<file path="src/rtl/alu_pkg.sv">
// Shared opcode map, FSM encoding and flag helpers for the sequential ALU/MDU.
package alu_pkg;

    localparam logic [3:0] OP_AND   = 4'b0000;
    localparam logic [3:0] OP_OR    = 4'b0001;
    localparam logic [3:0] OP_ADD   = 4'b0010;
    localparam logic [3:0] OP_XOR   = 4'b0100;
    localparam logic [3:0] OP_SUB   = 4'b0110;
    localparam logic [3:0] OP_SLT   = 4'b0111;
    localparam logic [3:0] OP_MULLU = 4'b1010;
    localparam logic [3:0] OP_MULHU = 4'b1011;
    localparam logic [3:0] OP_NOR   = 4'b1100;
    localparam logic [3:0] OP_DIVU  = 4'b1101;
    localparam logic [3:0] OP_REMU  = 4'b1110;

    typedef enum logic [1:0] {
        ST_IDLE = 2'd0,
        ST_CALC = 2'd1,
        ST_DONE = 2'd2
    } state_t;

    // Signed overflow of a+b: operands agree in sign, result does not.
    function automatic logic add_ovf(input logic sa, input logic sb, input logic sr);
        return (sa == sb) && (sr != sa);
    endfunction

    // Signed overflow of a-b: operands differ in sign, result sign differs from a.
    function automatic logic sub_ovf(input logic sa, input logic sb, input logic sr);
        return (sa != sb) && (sr != sa);
    endfunction

endpackage

</file>
<file path="src/rtl/alu_muldiv_iter.sv">
// Iterative unsigned datapath: shift-add multiply and restoring divide, one step per cycle.
// For multiply hi/lo hold the running product (lo starts as the multiplier);
// for divide hi is the partial remainder and lo shifts the dividend out / quotient in.
module alu_muldiv_iter #(
    parameter int DATA_WIDTH = 32
) (
    input  logic                  clk,
    input  logic                  rst,
    input  logic                  start_i,
    input  logic                  step_i,
    input  logic                  abort_i,
    input  logic                  is_div_i,
    input  logic [DATA_WIDTH-1:0] a_i,
    input  logic [DATA_WIDTH-1:0] b_i,
    output logic                  done_o,
    output logic [DATA_WIDTH-1:0] lo_o,
    output logic [DATA_WIDTH-1:0] hi_o
);

    localparam int CNT_W = $clog2(DATA_WIDTH);
    localparam logic [CNT_W-1:0] LAST = CNT_W'(DATA_WIDTH - 1);

    logic [DATA_WIDTH-1:0] hi_q, lo_q, opnd_q;
    logic [DATA_WIDTH-1:0] hi_d, lo_d;
    logic [CNT_W-1:0]      cnt_q;
    logic                  is_div_q;
    logic [DATA_WIDTH:0]   add_s, shl_s, sub_s;

    // One multiply or divide step computed from the current state.
    always_comb begin
        add_s = {1'b0, hi_q} + {1'b0, opnd_q};
        shl_s = {hi_q, lo_q[DATA_WIDTH-1]};
        sub_s = shl_s - {1'b0, opnd_q};
        if (is_div_q) begin
            if (sub_s[DATA_WIDTH]) begin
                hi_d = shl_s[DATA_WIDTH-1:0];
                lo_d = {lo_q[DATA_WIDTH-2:0], 1'b0};
            end else begin
                hi_d = sub_s[DATA_WIDTH-1:0];
                lo_d = {lo_q[DATA_WIDTH-2:0], 1'b1};
            end
        end else begin
            if (lo_q[0]) begin
                hi_d = add_s[DATA_WIDTH:1];
                lo_d = {add_s[0], lo_q[DATA_WIDTH-1:1]};
            end else begin
                hi_d = {1'b0, hi_q[DATA_WIDTH-1:1]};
                lo_d = {hi_q[0], lo_q[DATA_WIDTH-1:1]};
            end
        end
    end

    // Operand latch on start, then one step per cycle while stepping is enabled.
    always_ff @(posedge clk or posedge rst) begin
        if (rst) begin
            hi_q     <= {DATA_WIDTH{1'b0}};
            lo_q     <= {DATA_WIDTH{1'b0}};
            opnd_q   <= {DATA_WIDTH{1'b0}};
            cnt_q    <= {CNT_W{1'b0}};
            is_div_q <= 1'b0;
        end else if (abort_i) begin
            cnt_q <= {CNT_W{1'b0}};
        end else if (start_i) begin
            hi_q     <= {DATA_WIDTH{1'b0}};
            lo_q     <= is_div_i ? a_i : b_i;
            opnd_q   <= is_div_i ? b_i : a_i;
            cnt_q    <= {CNT_W{1'b0}};
            is_div_q <= is_div_i;
        end else if (step_i) begin
            hi_q  <= hi_d;
            lo_q  <= lo_d;
            cnt_q <= (cnt_q == LAST) ? {CNT_W{1'b0}} : cnt_q + CNT_W'(1);
        end
    end

    // The final step's values are presented directly so the caller can register them on that edge.
    assign done_o = step_i && (cnt_q == LAST);
    assign lo_o   = lo_d;
    assign hi_o   = hi_d;

endmodule

</file>
<file path="src/rtl/alu_seq_mdu.sv">
// Handshaked ALU with single-cycle logic/arith ops and iterative unsigned mul/div/rem.
module alu_seq_mdu #(
    parameter int DATA_WIDTH   = 32,
    parameter int ALU_OP_WIDTH = 4,
    parameter int TAG_WIDTH    = 4
) (
    input  logic                    clk,
    input  logic                    rst,
    input  logic                    flush,
    input  logic                    in_valid,
    output logic                    in_ready,
    input  logic [DATA_WIDTH-1:0]   operand_a,
    input  logic [DATA_WIDTH-1:0]   operand_b,
    input  logic [ALU_OP_WIDTH-1:0] alu_op,
    input  logic [TAG_WIDTH-1:0]    in_tag,
    output logic                    out_valid,
    input  logic                    out_ready,
    output logic [DATA_WIDTH-1:0]   alu_result,
    output logic                    zero_flag,
    output logic                    overflow_flag,
    output logic [TAG_WIDTH-1:0]    out_tag,
    output logic                    busy
);
    import alu_pkg::*;

    state_t                  state_q;
    logic                    out_valid_q, zero_q, ovf_q;
    logic [DATA_WIDTH-1:0]   result_q;
    logic [TAG_WIDTH-1:0]    tag_q, pend_tag_q;
    logic [3:0]              op_q;

    logic [DATA_WIDTH-1:0]   sum_s, diff_s, sc_res_s, it_res_s, md_lo_s, md_hi_s;
    logic                    sc_ovf_s, sc_legal_s, start_iter_s, it_ovf_s;
    logic                    b_zero_s, xfer_in_s, md_done_s;

    assign sum_s    = operand_a + operand_b;
    assign diff_s   = operand_a - operand_b;
    assign b_zero_s = (operand_b == {DATA_WIDTH{1'b0}});
    assign in_ready = (state_q == ST_IDLE) || ((state_q == ST_DONE) && out_ready);
    // flush wins over a same-cycle request.
    assign xfer_in_s = in_valid && in_ready && !flush;

    // Single-cycle result/flags and detection of ops that must iterate.
    always_comb begin
        sc_res_s     = {DATA_WIDTH{1'b0}};
        sc_ovf_s     = 1'b0;
        sc_legal_s   = 1'b1;
        start_iter_s = 1'b0;
        case (alu_op)
            OP_AND: sc_res_s = operand_a & operand_b;
            OP_OR:  sc_res_s = operand_a | operand_b;
            OP_XOR: sc_res_s = operand_a ^ operand_b;
            OP_NOR: sc_res_s = ~(operand_a | operand_b);
            OP_ADD: begin
                sc_res_s = sum_s;
                sc_ovf_s = add_ovf(operand_a[DATA_WIDTH-1], operand_b[DATA_WIDTH-1], sum_s[DATA_WIDTH-1]);
            end
            OP_SUB: begin
                sc_res_s = diff_s;
                sc_ovf_s = sub_ovf(operand_a[DATA_WIDTH-1], operand_b[DATA_WIDTH-1], diff_s[DATA_WIDTH-1]);
            end
            OP_SLT: sc_res_s = {{(DATA_WIDTH-1){1'b0}}, ($signed(operand_a) < $signed(operand_b))};
            OP_MULLU, OP_MULHU: start_iter_s = 1'b1;
            OP_DIVU: begin
                if (b_zero_s) begin
                    sc_res_s = {DATA_WIDTH{1'b1}};
                    sc_ovf_s = 1'b1;
                end else begin
                    start_iter_s = 1'b1;
                end
            end
            OP_REMU: begin
                if (b_zero_s) begin
                    sc_res_s = operand_a;
                    sc_ovf_s = 1'b1;
                end else begin
                    start_iter_s = 1'b1;
                end
            end
            default: sc_legal_s = 1'b0;
        endcase
    end

    // Select the iterative result half for the op latched at acceptance.
    always_comb begin
        it_res_s = {DATA_WIDTH{1'b0}};
        it_ovf_s = 1'b0;
        case (op_q)
            OP_MULLU: begin
                it_res_s = md_lo_s;
                it_ovf_s = (md_hi_s != {DATA_WIDTH{1'b0}});
            end
            OP_MULHU: it_res_s = md_hi_s;
            OP_DIVU:  it_res_s = md_lo_s;
            OP_REMU:  it_res_s = md_hi_s;
            default:  it_res_s = {DATA_WIDTH{1'b0}};
        endcase
    end

    alu_muldiv_iter #(
        .DATA_WIDTH (DATA_WIDTH)
    ) u_muldiv (
        .clk      (clk),
        .rst      (rst),
        .start_i  (xfer_in_s && start_iter_s),
        .step_i   (state_q == ST_CALC),
        .abort_i  (flush),
        .is_div_i ((alu_op == OP_DIVU) || (alu_op == OP_REMU)),
        .a_i      (operand_a),
        .b_i      (operand_b),
        .done_o   (md_done_s),
        .lo_o     (md_lo_s),
        .hi_o     (md_hi_s)
    );

    // Handshake FSM; result, flags and tag are registered together.
    always_ff @(posedge clk or posedge rst) begin
        if (rst) begin
            state_q     <= ST_IDLE;
            out_valid_q <= 1'b0;
            result_q    <= {DATA_WIDTH{1'b0}};
            zero_q      <= 1'b0;
            ovf_q       <= 1'b0;
            tag_q       <= {TAG_WIDTH{1'b0}};
            pend_tag_q  <= {TAG_WIDTH{1'b0}};
            op_q        <= OP_AND;
        end else if (flush) begin
            state_q     <= ST_IDLE;
            out_valid_q <= 1'b0;
        end else begin
            case (state_q)
                ST_IDLE, ST_DONE: begin
                    if (xfer_in_s) begin
                        if (start_iter_s) begin
                            state_q     <= ST_CALC;
                            out_valid_q <= 1'b0;
                            op_q        <= alu_op;
                            pend_tag_q  <= in_tag;
                        end else begin
                            state_q     <= ST_DONE;
                            out_valid_q <= 1'b1;
                            result_q    <= sc_res_s;
                            zero_q      <= sc_legal_s && (sc_res_s == {DATA_WIDTH{1'b0}});
                            ovf_q       <= sc_ovf_s;
                            tag_q       <= in_tag;
                        end
                    end else if ((state_q == ST_DONE) && out_ready) begin
                        state_q     <= ST_IDLE;
                        out_valid_q <= 1'b0;
                    end
                end
                ST_CALC: begin
                    if (md_done_s) begin
                        state_q     <= ST_DONE;
                        out_valid_q <= 1'b1;
                        result_q    <= it_res_s;
                        zero_q      <= (it_res_s == {DATA_WIDTH{1'b0}});
                        ovf_q       <= it_ovf_s;
                        tag_q       <= pend_tag_q;
                    end
                end
                default: begin
                    state_q     <= ST_IDLE;
                    out_valid_q <= 1'b0;
                end
            endcase
        end
    end

    assign out_valid     = out_valid_q;
    assign alu_result    = result_q;
    assign zero_flag     = zero_q;
    assign overflow_flag = ovf_q;
    assign out_tag       = tag_q;
    assign busy          = (state_q == ST_CALC);

endmodule
</file>
<file path="config.mk">
export PLATFORM = sky130hd
export DESIGN_NAME = alu_seq_mdu
export DESIGN_NICKNAME = d
export VERILOG_FILES = /design/src/rtl/alu_pkg.sv /design/src/rtl/alu_muldiv_iter.sv /design/src/rtl/alu_seq_mdu.sv
export SDC_FILE = /design/constraint.sdc
export NUM_CORES = 1
export LEC_CHECK = 0
export CORE_MARGIN = 2
export CORE_UTILIZATION = 30
export CTS_CLUSTER_SIZE = 16
export DETAILED_ROUTE_END_ITERATION = 6
export MAX_ROUTING_LAYER = met4
export PLACE_DENSITY_LB_ADDON = 0.25
export SYNTH_ARGS = -nofsm -noshare
export SYNTH_HDL_FRONTEND = slang
export SYNTH_HIERARCHICAL = 1
export SYNTH_SLANG_ARGS = --single-unit
export TNS_END_PERCENT = 5
</file>
<file path="constraint.sdc">
create_clock -name clk -period 5.6 [get_ports clk]
set_input_delay 1.12 -clock clk [delete_from_list [all_inputs] [get_ports clk]]
set_output_delay 1.12 -clock clk [all_outputs]
set_load 0.01 [all_outputs]
</file>
* Word level (Yosys, flattened, before mapping) *
Cells that the tools add are included.

word-level totals
  register bits = 151
  input port bits = 77
  output and inout bits = 41
  word-level logic and storage cells = 135

operators by class
  add/subtract/negate cells = 5
  $lt $le $gt $ge = 1
  eq/ne operators = 26
  mux-type cells = 54
  bitwise logic cells = 5
  reductions and logical operators = 31

operator list
  kind                                           count
  two-way mux 32 bit                             16
  case mux 32 bit (9 select lines)               1
  case mux 32 bit (2 select lines)               2
  zero test 32 bit                               3
  == test 4 bit, second input constant           9
  adder 32 x 32 -> 33 bit                        1
  subtractor 33 x 32 -> 33 bit                   1
  adder 32 bit                                   1
  AND 32 bit                                     1
  < comparator 32 bit                            1
  NOT 32 bit                                     1
  OR 32 bit                                      1
  nonzero test 32 bit                            1
  subtractor 32 bit                              1
  XOR 32 bit                                     1
  two-way mux 5 bit                              4
  two-way mux 1 bit                              16
  == test 4 x 3 -> 1 bit, second input constant  3
  two-way mux 4 bit                              3
  OR reduction 11 bit                            1
  two-way mux 2 bit                              5
  OR reduction 2 bit                             5
  logical AND 1 bit                              8
  case mux 1 bit (2 select lines)                4
  24 further kinds                               32

* Depth between registers and ports, before layout *
  depth in word-level cells = 8
  mapped depth = 20

* Cells and area by module *
The synthesis kept the hierarchy.

by module, submodules not included
  module           instances  cells an instance  area an instance (um2)  seq. area each (um2)
  alu_muldiv_iter  1          1192               9655.5                  2552.4
  alu_seq_mdu      1          1296               8948.6                  1201.2

* Worst setup path after synthesis *
No wires, ideal clock.

  path type = register to register
  from = register u_muldiv.lo_q[31]
  to = register zero_q (netlist: zero_flag)
  arrival time = 4.187 ns
  required time = 5.508 ns
  slack = 1.321 ns
  stages on the path, launching flop included = 20
  path buffers = 1
  cells stage by stage = dfrtp_1 -> inv_1 -> ha_1 -> inv_1 -> fa_1 -> a211oi_1 -> nor4_1 -> nor2_1 -> o21ai_1 -> o211a_1 -> a211oi_2 -> buf_4 -> mux2i_1 -> a21oi_1 -> a22o_1 -> or4_1 -> or4_1 -> nor3_1 -> a21oi_1 -> o31ai_2

between the ends
  cells in the longest elaborated chain, start to end = 7
  elaborated cells between the ends (all ways) = 10
  classes of those cells = 1 x add/sub; 8 x mux; 1 x reduce/logical

RTL lines
  what                              RTL line               source
  start, declared                   alu_muldiv_iter.sv:23  logic [DATA_WIDTH-1:0] hi_q, lo_q, opnd_q;
  start signal, assigned            alu_muldiv_iter.sv:57  lo_q <= {DATA_WIDTH{1'b0}};
  start signal, assigned            alu_muldiv_iter.sv:65  lo_q <= is_div_i ? a_i : b_i;
  start signal, assigned            alu_muldiv_iter.sv:71  lo_q <= lo_d;
  subtractor 33 x 32 -> 33 bit      alu_muldiv_iter.sv:33  sub_s = shl_s - {1'b0, opnd_q};
  two-way mux 32 bit                alu_muldiv_iter.sv:35  if (sub_s[DATA_WIDTH]) begin
  two-way mux 32 bit                alu_muldiv_iter.sv:34  if (is_div_q) begin
  named net md_hi_s[26]             alu_seq_mdu.sv:32      logic [DATA_WIDTH-1:0] sum_s, diff_s, sc_res_s, it_res_s, md_lo_s, md_hi_s;
  case mux 32 bit (2 select lines)  alu_seq_mdu.sv:88      case (op_q)
  zero test 32 bit                  alu_seq_mdu.sv:157     zero_q <= (it_res_s == {DATA_WIDTH{1'b0}});
  two-way mux 1 bit                 alu_seq_mdu.sv:153     if (md_done_s) begin
  case mux 1 bit (2 select lines)   alu_seq_mdu.sv:131     case (state_q)
  end signal, assigned              alu_seq_mdu.sv:143     zero_q <= sc_legal_s && (sc_res_s == {DATA_WIDTH{1'b0}});
  end signal, assigned              alu_seq_mdu.sv:157
  end, declared                     alu_seq_mdu.sv:27      logic out_valid_q, zero_q, ovf_q;

The timed path passes the listed nets, and every way through them passes these cells. The select of a mux whose other input is x is not followed.
A chain may end at the register's enable or synchronous reset.

* Worst setup path in the final report *
  from = register u_muldiv.opnd_q[9]
  to = register zero_q (netlist: zero_flag)

between the ends
  cells in the longest elaborated chain, start to end = 7
  elaborated cells between the ends (all ways) = 11
  classes of those cells = 2 x add/sub; 8 x mux; 1 x reduce/logical

RTL lines
  what                                                                     RTL line                                      source
  start, declared                                                          alu_muldiv_iter.sv:23
  start signal, assigned                                                   alu_muldiv_iter.sv:58                         opnd_q <= {DATA_WIDTH{1'b0}};
  start signal, assigned                                                   alu_muldiv_iter.sv:66                         opnd_q <= is_div_i ? b_i : a_i;
  subtractor 33 x 32 -> 33 bit or adder 32 x 32 -> 33 bit (tied branches)  alu_muldiv_iter.sv:33, alu_muldiv_iter.sv:31
  two-way mux 32 bit, on equally long branches                             alu_muldiv_iter.sv:35, alu_muldiv_iter.sv:43
  two-way mux 32 bit (*)                                                   alu_muldiv_iter.sv:34
  named net md_hi_s[10]                                                    alu_seq_mdu.sv:32
  case mux 32 bit (2 select lines) (*)                                     alu_seq_mdu.sv:88
  zero test 32 bit (*)                                                     alu_seq_mdu.sv:157
  two-way mux 1 bit (*)                                                    alu_seq_mdu.sv:153
  case mux 1 bit (2 select lines) (*)                                      alu_seq_mdu.sv:131

Mark *: on every way through the listed nets, which the timed path passes. The rest lies on a longest branch. The select of a mux whose other input is x is not followed.

==> run metrics <==
via total after detailed routing 20400; H-Tree Depth 4; clock power share between 10% and 20%; post-DR vias/cell 5.89; power after layout 9.15 mW; Post-Synth Simple-Gate Area ~18%; antenna violations before repair 1; parity-gate share of the synthesized area counting xor and xnor cells under 10%; r2r setup slk around 270 ps; DPL Wire Length 67.1 mm; result of the run finished, final reports clean; Critical Path Sink Type flop; prevailing post-synth register cell dfrtp_1; GRT Overall Usage 26.3%; cell-internal power roughly 4.6 mW; CP peak stage delay about 620 ps; Final Skew 12.4 ps; critical path arrival roughly 5700 ps; global-route wire length before repair between 100 and 150 mm; clock tree root buffer cell clkbuf_16; total number of yosys warnings 6; cell with the most instances after synthesis nand2_1; fill cell count approximately 6500; number of buffers inserted during clock tree synthesis 17; multiplexer area fraction after synthesis a little under a tenth; Worst slew margin approximately 26%; Post-Syn Area between 15000 and 20000 sq um; combinational family with the most area after synthesis compound AO/OA/AOI/OAI gates; achievable frequency approximately 190 MHz; Core Region about 60000 sq um; Switching Fraction 49.9%; maximum number of pins on one net before global-route repair 92; number of hold violations in the final report 0; number of synthesized flops with an enable pin 0; insertion delay of the later-clocked pin in the worst-skew pair 450 ps; Max Transition Viols Final 0; part of the total power dissipated in sequential elements about a fifth; clock sink total 150; Max Cap Violations 0; RSZ-0062 raised after global routing no; net count after synthesis approximately 2700; post-synthesis cell count between 2000 and 2500; switching power summed over all nets about 4.6 mW; Synth top area share 20.2%; Remaining Overflow, GRT 0; final routed wirelength across all metal layers ~83 mm; number of detailed-route iterations in the first pass 6; final-stage net count 2900; kind of cell adding the most delay to the critical path simple AND/OR/NAND/NOR gates; cell with the largest stage delay on the worst path nor4_1; final antenna-violating net count 0; boundary pin count roughly 120; worst ir drop on vdd slightly above 0.2 mV; maximum count of clock buffers along a single path 2; Worst EP required ~6000 ps; overall die area around 64000 sq um; power density relative to cell area around 410 nW/um^2; proportion of layout cells with a drive suffix above 1 a little under an eighth; synth top area cells dfrtp_1 (20%), ha_1 (11%), o21ai_0 (6.9%), mux2i_1 (6.5%), nand2_1 (5.7%); IO Port Bufs 117; number of DRC markers in iteration 0 about 1700; Post-Route Hold Slack about 480 ps; Avg Synthesized Cell Area about 7.5 sq um; synth-to-layout area growth 19.5%; Synth Area in Compound Gates 31.2%; overall die width 253 um; total of endpoints with negative setup slack in the final report 0; CP Buf/Inv Count 2; adder and majority cell fraction of the synthesized area a little under an eighth; path category of the worst min-delay check reg2reg; initial standard-cell utilization of the core a little under a third; Least-Margin Pin Slew between 1000 and 1500 ps; number of flip-flops and latches in the synthesized netlist 150; critical path fanouts, max 27; Post-synth top cells nand2_1 (283), o21ai_0 (258), a21oi_1 (211); cells traversed along the worst timing path inv_1 -> ha_1 -> nand3_1 -> nor4_1 -> nor2_1 -> o21ai_1 -> o21ai_1 -> a211oi_4 -> buf_12 -> mux2i_1 -> a21oi_1 -> a22o_1 -> or4_1 -> or4_1 -> nor3_1 -> a21oi_1 -> o31ai_2; Async S/R FF share, synth 100%; leakage between 9 and 10 nW; CTS tree yes; largest area contributor in the synthesized netlist dfrtp_1; min cycle time layout around 5300 ps; Worst Path Class, Setup reg2reg; clock edge transition at the registers on the reported setup and hold paths about 70 ps; fraction of power consumed by combinational cells around two thirds; Final Cycle Share between 90% and 100%; Remaining DRCs 0; final weighted congestion in routability-driven placement 0.973; routed length per placed instance around 24 um; Setup Buffers After CTS 0; proportion of synthesized chip area in sequential cells around a fifth; crit path launch type flop; FP Rows a little over 90; via count of the first global-routing pass about 20000; post-synth cell types 92; die height between 200 and 300 um
-- routing by layer --
| metal | global-route usage, % | wire (um) | up-vias |
|---|---|---|---|
| met5 | - | 0 | - |
| met4 | 11.8 | 4080 | 0 |
| met3 | 2.00 | 4880 | 175 |
| met2 | 41.9 | 38100 | 875 |
| met1 | 34.0 | 36100 | 9826 |
| li1 | - | - | 9504 |
-- through the flow --
stage | util [%] | setup TNS (ps) | worst slack [ps] | cells | area (sq um)
2_1_floorplan | - | 0 | 1320 | 2488 | 18600
3_3_place_gp | 35.2 | -6.36 | -6.36 | 3425 | 21600
3_5_place_dp | 35.2 | 0 | 87.4 | 3425 | 21600
4_1_cts | 36.2 | 0 | 352 | 3457 | 22200
5_1_grt | 36.2 | 0 | 103 | 3458 | 22200
6_report | 36.2 | 0 | 270 | 3458 | 22200
-- power groups by stage --
stage / combinational (mW) / clock (mW) / sequential [mW]
global placement: 6.01 / 0 / 1.82
floorplan: 4.11 / 0 / 1.70
detailed placement: 6.05 / 0 / 1.82
CTS: 6.10 / 1.18 / 1.81
finish: 6.19 / 1.15 / 1.81
global route: 6.72 / 1.21 / 1.86
-- state kept, by name, indices dropped and copies added (netlist names), 4 cells and up --
| name | count |
|---|---|
| alu_result | 32 |
| u_muldiv/hi_q | 32 |
| u_muldiv/opnd_q | 32 |
| op_q | 4 |
| pend_tag_q | 4 |
| out_tag | 4 |
| u_muldiv/lo_q | 32 |
| u_muldiv/cnt_q | 5 |
-- final cells by class --
type	count	area [sq um]	area share [%]
multi-input combinational	2022	13700	61.5
sequential	150	3750	16.9
timing repair buffer	312	2660	11.9
tap	790	988	4.45
inverter	151	569	2.56
clock buffer	18	439	1.98
clock inverter	14	140	0.630
antenna	1	2.50	0.0113
-- layout by cell type (no fill, tap or decap), types with 10 or more instances in the layout --
master and n:
clkdlybuf4s50_1 116, o211ai_1 25, or3_1 10, dfrtp_1 149
nor2_1 150, a221oi_1 18, nand3_1 40, xnor2_1 49
nor2b_1 33, mux2i_1 120, a221o_1 16, nand2b_1 20
o221ai_1 10, nand4_1 32, a31oi_1 26, clkbuf_16 17
o21ai_0 258, nand2_1 283, o22ai_1 27, and3_1 20
o31ai_1 20, inv_1 146, a211oi_1 40, mux2_2 43
nor4_1 33, o21bai_1 23, a21oi_1 211, ha_1 165
a21o_1 47, a22o_1 35, a22oi_1 40, nor3_1 45
xor2_1 15, buf_4 193
-- path summary, 6_finish.rpt --
| kind | from | endpoint | cells after the start |
|---|---|---|---|
| min in group asynchronous | rst | u_muldiv/cnt_q[1]$_DFFE_PP0P_ | 2 |
| max | u_muldiv/opnd_q[9]$_DFFE_PP0P_ | zero_flag$_DFFE_PP0P_ | 17 |
| max in group asynchronous | rst | u_muldiv/is_div_q$_DFFE_PP0P_ | 3 |
| min reg2reg | u_muldiv/lo_q[31]$_DFFE_PP0P_ | u_muldiv/lo_q[31]$_DFFE_PP0P_ | 2 |
| min | u_muldiv/lo_q[31]$_DFFE_PP0P_ | u_muldiv/lo_q[31]$_DFFE_PP0P_ | 2 |
| max reg2reg | u_muldiv/opnd_q[9]$_DFFE_PP0P_ | zero_flag$_DFFE_PP0P_ | 17 |
-- tightest hold or removal path: cells and delay by family, from the launching register on --
family / cells / cell delay, ps
AO/OA/AOI/OAI: 1 / 60
AND/OR/NAND/NOR: 1 / 40
flip-flops: 1 / 340
-- what timing repair did --
action                     4_1_cts  5_1_grt
setup endpoints to repair        0        1
gates resized for setup          0        1
hold buffers                     0        0
-- logic make-up after synthesis --
logic type | count (synthesis)
AOI/OAI and AO/OA | 900
xor gates and xnor gates | 64
adders and majority gates | 169
buffers and inverters | 316
DFF | 150
muxes | 163
and+or+nand+nor | 726
(Power assumes the default switching activity.)
